===== src/rtl/conv2d_params.svh =====
// Array-wide conv2d dimensions shared by every block built on conv2d_pkg.
`ifndef CONV2D_PARAMS_SVH
`define CONV2D_PARAMS_SVH
localparam int NUM_OUT_CHANNELS = 4;
localparam int ACC_WIDTH        = 24;
`endif


===== src/rtl/conv2d_pkg.sv =====
// Shared types for the conv2d output path: sequencer FSM state plus accumulator and INT8 pixel vectors.
package conv2d_pkg;
`include "conv2d_params.svh"

   localparam int PIX_WIDTH = 8;

   typedef enum logic [1:0] {
      IDLE  = 2'd0,
      RUN   = 2'd1,
      DRAIN = 2'd2
   } seq_state_e;

   typedef logic signed [NUM_OUT_CHANNELS-1:0][ACC_WIDTH-1:0] acc_vec_t;
   typedef logic        [NUM_OUT_CHANNELS-1:0][PIX_WIDTH-1:0] pix_vec_t;
endpackage


===== src/rtl/conv2d_vec_fifo.sv =====
// Synchronous vector FIFO with a show-ahead head and occupancy count; DEPTH must be a power of two.
module conv2d_vec_fifo #(
   parameter int DEPTH = 4,
   parameter int WIDTH = 32
) (
   input  logic                     clk,
   input  logic                     rst_n,
   input  logic                     i_push,
   input  logic [WIDTH-1:0]         i_wdata,
   input  logic                     i_pop,
   output logic [WIDTH-1:0]         o_rdata,
   output logic                     o_full,
   output logic                     o_empty,
   output logic [$clog2(DEPTH):0]   o_count
);
   localparam int AW = $clog2(DEPTH);

   logic [WIDTH-1:0] r_mem [DEPTH];
   logic [AW-1:0]    r_wr_ptr;
   logic [AW-1:0]    r_rd_ptr;
   logic [AW:0]      r_count;
   logic             w_do_push;
   logic             w_do_pop;

   // A push into a full FIFO is dropped here; the producer's credit logic must prevent it.
   assign w_do_push = i_push && !o_full;
   assign w_do_pop  = i_pop && !o_empty;

   always_ff @(posedge clk) begin
      if (w_do_push) r_mem[r_wr_ptr] <= i_wdata;
   end

   always_ff @(posedge clk or negedge rst_n) begin
      if (!rst_n) begin
         r_wr_ptr <= '0;
         r_rd_ptr <= '0;
         r_count  <= '0;
      end else begin
         if (w_do_push) r_wr_ptr <= r_wr_ptr + AW'(1);
         if (w_do_pop)  r_rd_ptr <= r_rd_ptr + AW'(1);
         case ({w_do_push, w_do_pop})
            2'b10:   r_count <= r_count + (AW+1)'(1);
            2'b01:   r_count <= r_count - (AW+1)'(1);
            default: r_count <= r_count;
         endcase
      end
   end

   assign o_rdata = r_mem[r_rd_ptr];
   assign o_full  = (r_count == (AW+1)'(DEPTH));
   assign o_empty = (r_count == '0);
   assign o_count = r_count;
endmodule


===== src/rtl/conv2d_output_sequencer.sv =====
// Frame sequencer between the MAC array, the external activation stage and the output pixel stream.
// Optional stall counters are built when CONV2D_SEQ_PERF_EN is defined.
module conv2d_output_sequencer
   import conv2d_pkg::*;
#(
   parameter int OUT_FIFO_DEPTH = 4,
   parameter int DIM_WIDTH      = 10
) (
   input  logic                  clk,
   input  logic                  rst_n,
   input  logic                  start,
   input  logic [DIM_WIDTH-1:0]  cfg_out_w,
   input  logic [DIM_WIDTH-1:0]  cfg_out_h,
   output logic                  busy,
   output logic                  done,
   input  acc_vec_t              acc_vec,
   input  logic                  acc_valid,
   output logic                  acc_ready,
   output acc_vec_t              act_in_vec,
   output logic                  act_in_valid,
   input  pix_vec_t              act_out_vec,
   input  logic                  act_out_valid,
   output pix_vec_t              m_data,
   output logic                  m_valid,
   input  logic                  m_ready,
   output logic                  m_last_col,
   output logic                  m_last_frame,
   output seq_state_e            o_dbg_state
`ifdef CONV2D_SEQ_PERF_EN
   ,
   output logic [31:0]           perf_stall_in,
   output logic [31:0]           perf_stall_out
`endif
);
   localparam int CW = $clog2(OUT_FIFO_DEPTH) + 1;
   localparam int TW = 2 * DIM_WIDTH;

   // Both streams use valid/ready: a transfer happens on a rising edge where valid && ready.
   seq_state_e           r_state;
   seq_state_e           w_next_state;
   logic [DIM_WIDTH-1:0] r_w;
   logic [DIM_WIDTH-1:0] r_h;
   logic [DIM_WIDTH-1:0] r_out_col;
   logic [DIM_WIDTH-1:0] r_out_row;
   logic [TW-1:0]        r_total;
   logic [TW-1:0]        r_issued;
   logic                 r_inflight;
   logic                 r_done;
   logic [CW-1:0]        w_fifo_count;
   logic [CW:0]          w_occupancy;
   logic                 w_fifo_full;
   logic                 w_fifo_empty;
   logic                 w_pop;
   logic                 w_dims_ok;
   logic                 w_start_ok;
   logic                 w_start_zero;
   logic                 w_last_issue;
   logic                 w_frame_end;

   assign w_dims_ok    = (cfg_out_w != '0) && (cfg_out_h != '0);
   assign w_start_ok   = (r_state == IDLE) && start && w_dims_ok;
   assign w_start_zero = (r_state == IDLE) && start && !w_dims_ok;

   // A vector in the activation stage already owns a FIFO slot, so it counts against the credit.
   assign w_occupancy  = {1'b0, w_fifo_count} + {{CW{1'b0}}, r_inflight};
   assign acc_ready    = (r_state == RUN) && (w_occupancy < (CW+1)'(OUT_FIFO_DEPTH));
   assign act_in_vec   = acc_vec;
   assign act_in_valid = acc_valid && acc_ready;
   assign w_last_issue = act_in_valid && ((r_issued + TW'(1)) == r_total);

   assign m_valid      = !w_fifo_empty;
   assign w_pop        = m_valid && m_ready;
   assign m_last_col   = (r_out_col == r_w - DIM_WIDTH'(1));
   assign m_last_frame = m_last_col && (r_out_row == r_h - DIM_WIDTH'(1));
   assign w_frame_end  = (r_state == DRAIN) && w_pop && m_last_frame;

   assign busy         = (r_state != IDLE);
   assign done         = r_done;
   assign o_dbg_state  = r_state;

   always_ff @(posedge clk or negedge rst_n) begin
      if (!rst_n) r_state <= IDLE;
      else        r_state <= w_next_state;
   end

   always_comb begin
      w_next_state = r_state;
      case (r_state)
         IDLE:    if (w_start_ok)   w_next_state = RUN;
         RUN:     if (w_last_issue) w_next_state = DRAIN;
         DRAIN:   if (w_frame_end)  w_next_state = IDLE;
         default: w_next_state = IDLE;
      endcase
   end

   always_ff @(posedge clk or negedge rst_n) begin
      if (!rst_n) begin
         r_w        <= '0;
         r_h        <= '0;
         r_total    <= '0;
         r_issued   <= '0;
         r_out_col  <= '0;
         r_out_row  <= '0;
         r_inflight <= 1'b0;
         r_done     <= 1'b0;
      end else begin
         r_inflight <= act_in_valid;
         r_done     <= w_start_zero || w_frame_end;
         if (w_start_ok) begin
            r_w       <= cfg_out_w;
            r_h       <= cfg_out_h;
            r_total   <= TW'(cfg_out_w) * TW'(cfg_out_h);
            r_issued  <= '0;
            r_out_col <= '0;
            r_out_row <= '0;
         end else begin
            if (act_in_valid) r_issued <= r_issued + TW'(1);
            if (w_pop) begin
               if (m_last_col) begin
                  r_out_col <= '0;
                  r_out_row <= r_out_row + DIM_WIDTH'(1);
               end else begin
                  r_out_col <= r_out_col + DIM_WIDTH'(1);
               end
            end
         end
      end
   end

   conv2d_vec_fifo #(
      .DEPTH (OUT_FIFO_DEPTH),
      .WIDTH ($bits(pix_vec_t))
   ) u_fifo (
      .clk     (clk),
      .rst_n   (rst_n),
      .i_push  (act_out_valid),
      .i_wdata (act_out_vec),
      .i_pop   (w_pop),
      .o_rdata (m_data),
      .o_full  (w_fifo_full),
      .o_empty (w_fifo_empty),
      .o_count (w_fifo_count)
   );

   a_no_push_when_full: assert property (@(posedge clk) disable iff (!rst_n)
      !(act_out_valid && w_fifo_full));

`ifdef CONV2D_SEQ_PERF_EN
   logic [31:0] r_perf_in;
   logic [31:0] r_perf_out;

   always_ff @(posedge clk or negedge rst_n) begin
      if (!rst_n) begin
         r_perf_in  <= '0;
         r_perf_out <= '0;
      end else if ((r_state == IDLE) && start) begin
         r_perf_in  <= '0;
         r_perf_out <= '0;
      end else begin
         if ((r_state == RUN) && acc_valid && !acc_ready && (r_perf_in != '1))
            r_perf_in <= r_perf_in + 32'd1;
         if (m_valid && !m_ready && (r_perf_out != '1))
            r_perf_out <= r_perf_out + 32'd1;
      end
   end

   assign perf_stall_in  = r_perf_in;
   assign perf_stall_out = r_perf_out;
`endif
endmodule


===== config.mk =====
export PLATFORM = sky130hd
export DESIGN_NAME = conv2d_output_sequencer
export DESIGN_NICKNAME = d
export VERILOG_FILES = /design/src/rtl/conv2d_pkg.sv /design/src/rtl/conv2d_vec_fifo.sv /design/src/rtl/conv2d_output_sequencer.sv
export VERILOG_INCLUDE_DIRS = /design/src /design/src/rtl
export SDC_FILE = /design/constraint.sdc
export NUM_CORES = 1
export LEC_CHECK = 0
export ABC_AREA = 1
export BUFFER_PORTS_ARGS = -buffer_cell sky130_fd_sc_hd__buf_4
export CAP_MARGIN = 20
export CELL_PAD_IN_SITES_DETAIL_PLACEMENT = 1
export CELL_PAD_IN_SITES_GLOBAL_PLACEMENT = 2
export CORE_ASPECT_RATIO = 2
export CORE_MARGIN = 1
export CORE_UTILIZATION = 36
export CTS_CLUSTER_SIZE = 28
export DETAILED_ROUTE_END_ITERATION = 6
export PLACE_DENSITY_LB_ADDON = 0.1
export SYNTH_ARGS = -nofsm -noshare
export SYNTH_HDL_FRONTEND = slang
export SYNTH_SLANG_ARGS = --single-unit

===== constraint.sdc =====
create_clock -name clk -period 5.4 [get_ports clk]
set_input_delay 1.08 -clock clk [delete_from_list [all_inputs] [get_ports clk]]
set_output_delay 1.08 -clock clk [all_outputs]
set_load 0.02 [all_outputs]

==> flow_summary_export.csv <==
group,metric,value,unit
global_route,globalRouteOverflowTotal,0,
critical_path,path_cells,"buf_4 > buf_4 > nand2_1 > fa_1 > fa_1 > fa_1 > inv_1 > fa_1 > ha_1 > ha_1 > nand2_1 > nor3_1 > nand4_1 > a31o_2 > nand3_1 > o21ai_0",
critical_path,cp_max_fo,8,
critical_path,path_buf_inv,3,
yosys,ys_seq_elements,219,
global_route,grt_max_degree,66,
clock_tree,numCtsBuffers,20,
sta,setup_viol,0,
job,maxCapViolCount,0,
yosys,yosys_warnings,0,
sta,timing.hold.ws,0.505,ns
sta,finalWorstSetupSlack,0.262,ns
place,placed_cells,2216,
critical_path,crit_required,5.79,ns
sta,worst-slew-pin-transition,0.839,ns
clock_tree,clock_latency,0.52,ns
critical_path,cpMaxStageDelayCell,"fa_1",
critical_path,endpoint_kind,"flip-flop",
critical_path,path_common_cell,"fa_1",
floorplan,core_area,39600,µm²
floorplan,die_x,144,µm
clock_tree,hold_buffers,0,
sta,rsz0062_at_grt,"no",
yosys,yosysTopAreaCellShare,0.266,
clock_tree,clkSinkCount,219,
floorplan,start_util,0.366,
sta,maxSlewViolCount,0,
yosys,synth_seq_area_share,0.423,
sta,period_share,0.951,
clock_tree,cts_root_buf,"clkbuf_16",
power,max-vdd-ir-drop,195,µV
sta,relSlewSlack,0.439,
finish,final_net_count,1995,
yosys,async_reset_ff_frac,0.416,
yosys,synth.cell_area,14500,µm²
clock_tree,htreeDepth,1,
floorplan,rows,103,
finish,fin_area,16200,µm²
route,routed_wirelength,45800,µm
place,place_area,15600,µm²
route,vias_per_cell,5.00,
route,num_vias,11300,
power,power.density,528,nW/µm²
finish,areaGrowthSynthToFinish,12.1,%
global_route,grt_pass1_vias,12200,
critical_path,crit_family,"adder cells",
clock_tree,cts_tree,"yes",
sta,clock_skew,0.0147,ns
critical_path,arrival,5.53,ns
sta,max_freq,0.195,GHz
yosys,synth_edf_count,128,
finish,layout.cells.non_filler,2252,
place,portBuffers,98,
sta,layout_min_cycle_time,5.14,ns
route,drt-wirelength-per-cell,20.3,µm
route,dr.pass1.iters,4,
finish,fin_util,0.410,
place,dpl.hpwl,36000,µm
yosys,yosys.area.top_type,"edfxtp_1",
critical_path,cp_slowest_stage_delay,0.55,ns
route,drt_iter0_markers,292,
critical_path,startpoint_type,"input port",
finish,antenna_cells,0,
floorplan,io-pin-count,291,
critical_path,crit_type,"input port to flip-flop",
floorplan,dieArea,41100,µm²
route,drc_errors,0,
place,dp_slack,-0.264,ns
finish,drive_gt1_frac,0.137,
power,p_total,8.56,mW
sta,setup_tns,0,ns
yosys,synth_cell_types,41,
clock_tree,cts-resized-gates,0,
power,p_leak,7.65,nW
yosys,syn_avg_cell_area,8.69,µm²
global_route,grt_pass1_wl,69600,µm
clock_tree,cts_max_path_buffers,3,
yosys,synth_ff_type,"edfxtp_1",
yosys,mappedNetlistNets,1948,
yosys,synth_area_leaders,"edfxtp_1 (27%), dfrtp_1 (16%), nand2_1 (10%)",
clock_tree,post_cts_buffers,0,
run_status,status,"finished clean",
hold_path,hold_path.class,"flip-flop to flip-flop",
floorplan,die_h,286,µm
route,drtAntennaViolNets,0,
place,place.gp.congestion,0.842,
clock_tree,clk_pin_slew_worst_paths,0.07,ns
yosys,netlist_instances,1666,
global_route,antenna_found_initial,0,
global_route,grt_util_all_layers,0.228,
sta,hold_viol,0,
report_power, final:
part / switching [mW] / internal [mW] / total [mW]
sequential: 0.307 / 2.23 / 2.54
clock: 0.651 / 0.832 / 1.48
combinational: 2.73 / 1.82 / 4.54
total: 3.69 / 4.88 / 8.56
kinds of logic (layout without fill, tap and decap cells):
group                      count (synthesis)  after routing  synth area share
xor gates and xnor gates                  54             54            0.0346
DFF                                      219            219             0.423
buffers and inverters                    387            448             0.127
and+or+nand+nor                          670            670             0.195
AOI/OAI and AO/OA                        208            208            0.0779
adders and majority gates                128            128             0.143
registers in the layout, summed over array words and instances, names as in the netlist, 2 cells and up:
signal,cells
r_total,20
r_w,10
u_fifo.o_count,3
u_fifo.r_rd_ptr,2
r_issued,20
u_fifo.r_wr_ptr,2
o_dbg_state,2
r_h,10
u_fifo.r_mem,128
r_out_col,10
r_out_row,10
tightest hold or removal path, stage by stage, from the launching register on:
cell,delay [ns]
dfrtp_1,0.36
nand2_1,0.06
nand2_1,0.06
routing by layer:
| layer | track usage | routed length [µm] | part of all wire |
|---|---|---|---|
| met4 | 0.0907 | 1740 | 0.038 |
| met1 | 0.213 | 15200 | 0.33 |
| met5 | 0.0465 | 223 | 0.0049 |
| met3 | 0.0611 | 2890 | 0.063 |
| met2 | 0.446 | 25700 | 0.56 |
cells in the final DEF, fill, tap and decap left out, drive strengths merged, types with 2 or more instances in the layout:
cell        n
inv       235
a21oi      28
o31ai       4
nand4      29
ha         65
nand3      62
xor2       32
o21bai      2
xnor3       2
o22ai      48
buf       178
clkinv      3
o21ai     124
nor3       13
fa         63
bufinv      2
clkbuf     28
or2         6
xnor2      20
nand3b      7
nor3b       2
nand2     388
edfxtp    128
nor4        7
dfrtp      91
nor2      153
clkinvlp    2
Yosys cell counts, types with 2 or more instances:
cell and number:
nor2_2 6, or2_2 5, dfrtp_1 91, clkbuf_1 48, nand3b_1 7, o21ai_0 119, o22ai_1 48, o21bai_1 2
o31ai_1 3, inv_1 233, nand2_1 385, xor2_1 32, buf_6 2, fa_1 63, nor3_1 12, a21oi_1 28
edfxtp_1 128, nor3b_1 2, nand3_1 60, nand4_1 29, nand2_2 3, o21ai_1 5, xnor3_1 2, buf_4 96
ha_1 65, nor2_1 147, xnor2_1 20, nor4_1 7, buf_2 5, nand3_4 2
area by class of cell:
cell class | count | area [µm²]
fill | 4715 | 23300
clock buffer | 28 | 562
timing repair buffer | 178 | 1340
tap | 525 | 657
multi-input combinational | 1060 | 6560
inverter | 234 | 878
sequential | 219 | 6120
clock inverter | 8 | 104
final timing paths:
kind                                   startpoint  slack, ns                  to  cells past startpoint
max in group asynchronous                   rst_n       3.99  u_fifo.r_rd_ptr[0]                      2
worst max register to register  u_fifo.o_count[0]       2.77   u_fifo.o_count[2]                     10
worst min register to register         r_total[2]       0.50          r_total[2]                      2
worst min-delay path                   r_total[2]       0.50          r_total[2]                      2
worst max-delay path                 cfg_out_w[4]       0.26         r_total[19]                     16
min in group asynchronous                   rst_n       0.57         r_issued[1]                      1
Note: power is estimated with default switching activity, not from simulation.
